--- src/rtl/pwm_multicanal.sv ---
// pwm_multicanal: N-channel PWM generator sharing one prescaled period counter.
// Per-channel duties are double-buffered (shadow -> active at the period boundary),
// with edge-aligned and center-aligned counting and a frame-start enable pulse.
module pwm_multicanal #(
    parameter  int unsigned R  = 8,
    parameter  int unsigned N  = 4,
    parameter  int unsigned PW = 10,
    localparam int unsigned CW = (N > 1) ? $clog2(N) : 1
) (
    input  logic          clk,
    input  logic          reset,
    input  logic          run,
    input  logic          mode,
    input  logic [PW-1:0] prescale,
    input  logic          wr_en,
    input  logic [CW-1:0] wr_ch,
    input  logic [R-1:0]  wr_duty,
    output logic          enable,
    output logic [N-1:0]  pwm_out
);

    localparam logic [R-1:0] MAX      = {R{1'b1}};
    localparam logic [R-1:0] ONE      = R'(1);
    localparam logic [0:0]   DIR_UP   = 1'b0;
    localparam logic [0:0]   DIR_DOWN = 1'b1;

    logic [PW-1:0]       pre_cnt;
    logic [PW-1:0]       pre_nx;
    logic [R-1:0]        cnt;
    logic [R-1:0]        cnt_nx;
    logic [0:0]          dir;
    logic [0:0]          dir_nx;
    logic                act_mode;
    logic                mode_nx;
    logic [N-1:0][R-1:0] shadow;
    logic [N-1:0][R-1:0] shadow_nx;
    logic [N-1:0][R-1:0] active;
    logic [N-1:0][R-1:0] active_nx;
    logic                period_start;
    logic                tick;
    logic                boundary;
    logic                wr_hit;
    logic                load;
    logic [N-1:0]        pwm_nx;

    // Prescaler tick and period-boundary detection for the active counting mode
    always_comb begin
        tick     = run && (pre_cnt >= prescale);
        boundary = 1'b0;
        if (act_mode) begin
            boundary = tick && (dir == DIR_DOWN) && (cnt == ONE);
        end else begin
            boundary = tick && (cnt == MAX);
        end
    end

    // Next prescaler, period counter and direction
    always_comb begin
        pre_nx = pre_cnt;
        cnt_nx = cnt;
        dir_nx = dir;
        if (!run || tick) begin
            pre_nx = '0;
        end else begin
            pre_nx = pre_cnt + PW'(1);
        end
        if (!run || boundary) begin
            cnt_nx = '0;
            dir_nx = DIR_UP;
        end else if (tick) begin
            if (!act_mode) begin
                cnt_nx = cnt + ONE;
            end else if (dir == DIR_UP) begin
                if (cnt == MAX) begin
                    cnt_nx = MAX - ONE;
                    dir_nx = DIR_DOWN;
                end else begin
                    cnt_nx = cnt + ONE;
                end
            end else begin
                cnt_nx = cnt - ONE;
            end
        end
    end

    // Shadow writes, forwarded into the active set whenever it reloads
    always_comb begin
        wr_hit    = wr_en && (32'(wr_ch) < N);
        load      = boundary || !run;
        shadow_nx = shadow;
        if (wr_hit) begin
            shadow_nx[wr_ch] = wr_duty;
        end
        active_nx = load ? shadow_nx : active;
        mode_nx   = load ? mode : act_mode;
    end

    // Per-channel compare against the shared counter
    always_comb begin
        pwm_nx = '0;
        for (int i = 0; i < N; i++) begin
            pwm_nx[i] = run && (cnt < active[i]);
        end
    end

    // State and registered outputs
    always_ff @(posedge clk or negedge reset) begin
        if (!reset) begin
            pre_cnt      <= '0;
            cnt          <= '0;
            dir          <= DIR_UP;
            act_mode     <= 1'b0;
            shadow       <= '0;
            active       <= '0;
            period_start <= 1'b0;
            enable       <= 1'b0;
            pwm_out      <= '0;
        end else begin
            pre_cnt      <= pre_nx;
            cnt          <= cnt_nx;
            dir          <= dir_nx;
            act_mode     <= mode_nx;
            shadow       <= shadow_nx;
            active       <= active_nx;
            period_start <= boundary;
            enable       <= period_start && run;
            pwm_out      <= pwm_nx;
        end
    end

endmodule

--- config.mk ---
export PLATFORM = sky130hd
export DESIGN_NAME = pwm_multicanal
export DESIGN_NICKNAME = d
export VERILOG_FILES = /design/src/rtl/pwm_multicanal.sv
export SDC_FILE = /design/constraint.sdc
export NUM_CORES = 1
export LEC_CHECK = 0
export ABC_AREA = 1
export ABC_CLOCK_PERIOD_IN_PS = 5350
export CAP_MARGIN = 25
export CORE_ASPECT_RATIO = 1.2
export CORE_MARGIN = 10
export CORE_UTILIZATION = 50
export DETAILED_ROUTE_END_ITERATION = 10
export PLACE_DENSITY = 0.8
export SLEW_MARGIN = 5
export SYNTH_ARGS = -nofsm -noshare
export SYNTH_HDL_FRONTEND = slang
export SYNTH_SLANG_ARGS = --single-unit
--- constraint.sdc ---
create_clock -name clk -period 5.35 [get_ports clk]
set_clock_uncertainty 0.05 [all_clocks]
set_input_delay 0.535 -clock clk [delete_from_list [all_inputs] [get_ports clk]]
set_output_delay 0.535 -clock clk [all_outputs]
set_load 0.005 [all_outputs]
# == After elaboration in Yosys (flattened, before gate mapping) ==
# Index checks and enable logic that the tools add are counted.
# totals
ff_bits,90
inputBits,25
out_inout_bits,5
elab_cells,59
# classes
addsub,3
magnitude_cmp,7
n_eq_ne,2
mux,16
n_reduce_logical,16
# op_table
op,count
2-to-1 mux 8 bit,6
bitwise mux 32 bit,1
< comparator 8 bit,4
2-to-1 mux 32 bit,1
demux 8 bit (select 2 bit),1
"adder 10 x 1 -> 10 bit, second input constant",1
greater-or-equal comparator 10 bit,1
logical AND 1 bit,10
2-to-1 mux 10 bit,1
"adder 8 x 1 -> 8 bit, second input constant",1
"equality test 8 x 1 -> 1 bit, second input constant",1
"equality test 8 bit, second input constant",1
"subtractor 8 x 1 -> 8 bit, second input constant",1
2-to-1 mux 1 bit,6
nonzero test 2 bit,2
"< comparator 2 x 3 -> 1 bit, second input constant",1
"greater-or-equal comparator 2 x 1 -> 1 bit, second input constant",1
logical OR 1 bit,2
AND reduction 2 bit,1
zero test 1 bit,1

# == Depth between registers and ports, before layout ==
# logic_depth
ltp_word,8
depth_mapped,13
ltp_nobuf,12

# == Worst setup path before layout ==
# OpenSTA, ideal clock, no wires.
# synth_timing
path_type,input to register
startpoint,in prescale[9]
endpoint,reg active[21] in the netlist's numbering
setup_ps,120
arrival_ps,1786
required_time_ps,5180
path_slack_ps,3394
stages,9
path_buffers,2
cell_sequence,inv_1 ha_1 a21o_1 nor2_1 nand3_1 a21oi_2 buf_6 buf_6 a21oi_2
# synth_between
elab_chain_cells,6
elab_cells_between_ends,7
cone_classes,order compare: 1; mux: 1; reduce/logical: 5
# synth_lines
item,line_no,rtl
start: declaration,14,"input logic [PW-1:0] prescale,"
greater-or-equal comparator 10 bit (*),48,tick = run && (pre_cnt >= prescale);
logical AND 1 bit (*),48,
logical AND 1 bit (2 in a row),51,boundary = tick && (dir == DIR_DOWN) && (cnt == ONE);
2-to-1 mux 1 bit (*),50,if (act_mode) begin
logical OR 1 bit (*),89,load = boundary || !run;
end signal: assignment,124,active <= active_nx;
end: declaration,37,logic [N-1:0][R-1:0] active;
# Every way passes the cells marked *; elsewhere a longest branch is shown, timed or not.
# A chain may end at the register's enable or synchronous reset.

# == Worst setup path in the final report ==
# layout_timing
startpoint,in prescale[5]
endpoint,reg active[21] in the netlist's numbering
# The elaborated chain is that of the path after synthesis.

==> results.yml <==
run_status:
  status: "complete, no violations"
cts:
  cts_buffers: 9
  cts_buffer_depth: 2
  cts_hold_buffers: 0
  cts_tree: "built"
  cts.sinks: 90
  root_buffer: "clkbuf_8"
  cts.clk_slew.worst_paths_ps: 90
  cts-resized-gates: 0
  clk_latency_ps: 360
  post_cts_buffers: 0
  cts_max_level: 3
worst_setup_path:
  crit_arrival_ps: 2870
  critPathLaunchType: "input pin"
  critical_path_class: "input pin to flop"
  path_max_fanout: 64
  crit_required_ps: 5590
  endpoint_kind: "flop"
routing:
  dr.pass1.iters: 4
  first_iter_violations: 180
  drt_drc_violations_left: 0
  wl_per_cell_um: 14.5
  via_per_inst: 5.25
  drt_wl_total_um: 10200
  ant_nets: 0
  num_vias: 3677
yosys:
  synth_edf_count: 0
  yosys.cell_types.count: 30
  synthArstFlopShare_pct: 100
  ys_seq_area_share_pct: 47.4
  yosys_most_used_dff: "dfrtp_1"
  post_synth.cell_area_avg_um2: 8.70
  synth_seq_cells: 90
  synth_area_um2: 4750
  syn-num-nets: 613
  yosysWarnings: 0
  syn_inst: 546
floorplanning:
  core_area_um2: 9180
  rows: 38
  die_w_um: 109
  fp.dieH_um: 127
  initial_utilization_pct: 51.8
  die_area_um2: 13800
  io_pins: 30
sta:
  period_minus_slack_ps: 2640
  whs_ps: 28.6
  setup_viol: 0
  rsz0062_at_grt: "no"
  slew_violations: 0
  clock.fmax_mhz: 379
  tightest_slew_ps: 782
  fin_crit_sh_pct: 49.3
  hold_violations: 0
  tns_ps: 0
  relSlewSlack_pct: 47.8
global_routing:
  gr-usage-all-layers_pct: 15.6
  grt_pass1_wl_um: 17500
  antenna_found_initial: 0
  grt_pass1_vias: 3813
  overflow: 0
  grt_max_degree: 65
place:
  gp_congestion: 0.875
  dp_hpwl_um: 7540
  placed_cell_area_um2: 5130
  port_buffers: 29
power_and_ir_drop:
  power_density_nw_per_um2: 281
  leakage_nw: 2.71
  peakVddDrop_v: 0.000159
layout:
  syn2layout_area_growth_pct: 12.2
  diodes: 0
  final_net_count: 642
  fin_util_pct: 58.1
  layout-drive-gt1-share_pct: 8.10
  nFillCells: 786
  stdcell_area_um2: 5330
flow_run:
  max-cap-violations: 0
worst_hold_path:
  hold_class: "input pin to asynchronous set/reset pin"
==> critical path: stages <==
cell and delay [ps]:
clkdlybuf4s50_1 450, inv_1 40, ha_1 300, a21oi_1 160, nand2_1 70, nand2_1 60, nand3_1 150, a21oi_4 210
buf_4 580, nor2_1 120, a21oi_2 140
==> stage by stage <==
stage / power, W / std cells / setup WS [ps]
floorplan: 0.000956 / 546 / 3390
global placement: 0.00103 / 684 / 2430
detailed placement: 0.00104 / 684 / 2360
CTS: 0.00151 / 700 / 2720
global route: 0.00159 / 700 / 2440
finish: 0.00150 / 700 / 2710
==> where the power goes <==
part | total [W] | switching, W | internal (W) | leakage (nW)
sequential | 0.000788 | 0.0000288 | 0.000759 | 1.13
combinational | 0.000239 | 0.000146 | 0.0000933 | 1.48
clock | 0.000473 | 0.000241 | 0.000231 | 0.0962
total | 0.00150 | 0.000416 | 0.00108 | 2.71
==> synthesized netlist by cell type, types with 2 or more instances <==
cell type,number,area share [%]
o21a_1,8,1.3
nand2_1,104,8.2
o21ai_1,10,1.1
inv_1,81,6.4
nor3b_1,2,0.32
a211oi_1,4,0.63
o21ai_0,44,4.6
xor2_1,9,1.7
a21oi_1,23,2.4
nand3_1,18,1.9
inv_2,4,0.32
clkbuf_1,5,0.39
nor2_1,48,3.8
o22ai_1,3,0.39
buf_2,4,0.42
ha_1,42,11
dfrtp_1,90,47
buf_6,4,0.95
nor3_1,7,0.74
nand4_1,6,0.79
a21oi_2,21,3.9
==> metal layers <==
metal  GRT usage (%)  wire (um)
met3            3.75        552
met5               0          0
met2            26.1       5080
met1            18.7       4310
met4            5.83        214
==> cells by family after synthesis <==
logic type	Yosys count	synth area share [%]
and+or+nand+nor	191	16.7
adders and majority gates	42	11.1
xor gates and xnor gates	9	1.66
AOI/OAI and AO/OA	116	14.7
DFF	90	47.4
buffers and inverters	98	8.48
==> cell usage in the layout (no fill, tap or decap) <==
| cell | netlist | layout |
|---|---|---|
| a211oi_1 | 4 | 4 |
| a21o_1 | 1 | 1 |
| a21oi_1 | 23 | 23 |
| a21oi_2 | 21 | 20 |
| a21oi_4 | 0 | 1 |
| and3_1 | 1 | 1 |
| buf_4 | 0 | 3 |
| bufinv_16 | 0 | 1 |
| clkbuf_1 | 5 | 1 |
| clkbuf_8 | 0 | 10 |
| clkdlybuf4s50_1 | 0 | 28 |
| clkinv_4 | 0 | 1 |
| clkinvlp_4 | 0 | 2 |
| dfrtp_1 | 90 | 90 |
| ha_1 | 42 | 42 |
| inv_1 | 81 | 81 |
| inv_2 | 4 | 4 |
| inv_6 | 0 | 1 |
| nand2_1 | 104 | 104 |
| nand2_2 | 1 | 1 |
| nand3_1 | 18 | 18 |
| nand4_1 | 6 | 6 |
| nor2_1 | 48 | 48 |
| nor2_2 | 1 | 1 |
| nor3_1 | 7 | 7 |
| nor3_2 | 1 | 1 |
| nor3b_1 | 2 | 2 |
| nor4b_1 | 1 | 1 |
| o211ai_1 | 1 | 1 |
| o21a_1 | 8 | 8 |
| o21ai_0 | 44 | 44 |
| o21ai_1 | 10 | 10 |
| o21bai_1 | 1 | 1 |
| o22ai_1 | 3 | 3 |
| or2_2 | 1 | 1 |
| xor2_1 | 9 | 9 |
==> registers in the layout (all words and copies together), names as in the netlist <==
name and count:
period_start 1, dir 1, shadow 32, active 32, pre_cnt 10, cnt 8, enable 1, pwm_out 4
act_mode 1
==> final cells by class <==
cell class	count	area, um2	share of cell area [%]
Inverter	85	319	5.98
Tap cell	120	150	2.82
Clock buffer	11	141	2.65
Clock inverter	5	62.6	1.17
Timing Repair Buffer	31	303	5.68
Sequential cell	90	2250	42.2
Multi-Input combinational cell	358	2100	39.5
==> path summary, 6_finish.rpt <==
kind / from / to / slack, ps / cells past startpoint
setup reg to reg: pre_cnt[0] / active[21] / 2920 / 12
min in group clk: period_start / enable / 400 / 2
max in group asynchronous: reset / shadow[15] / 4120 / 2
hold reg to reg: period_start / enable / 400 / 2
hold / removal: reset / shadow[2] / 30 / 1
setup / recovery: prescale[5] / active[21] / 2710 / 11
No activity file was read; power rests on OpenSTA's default activity.
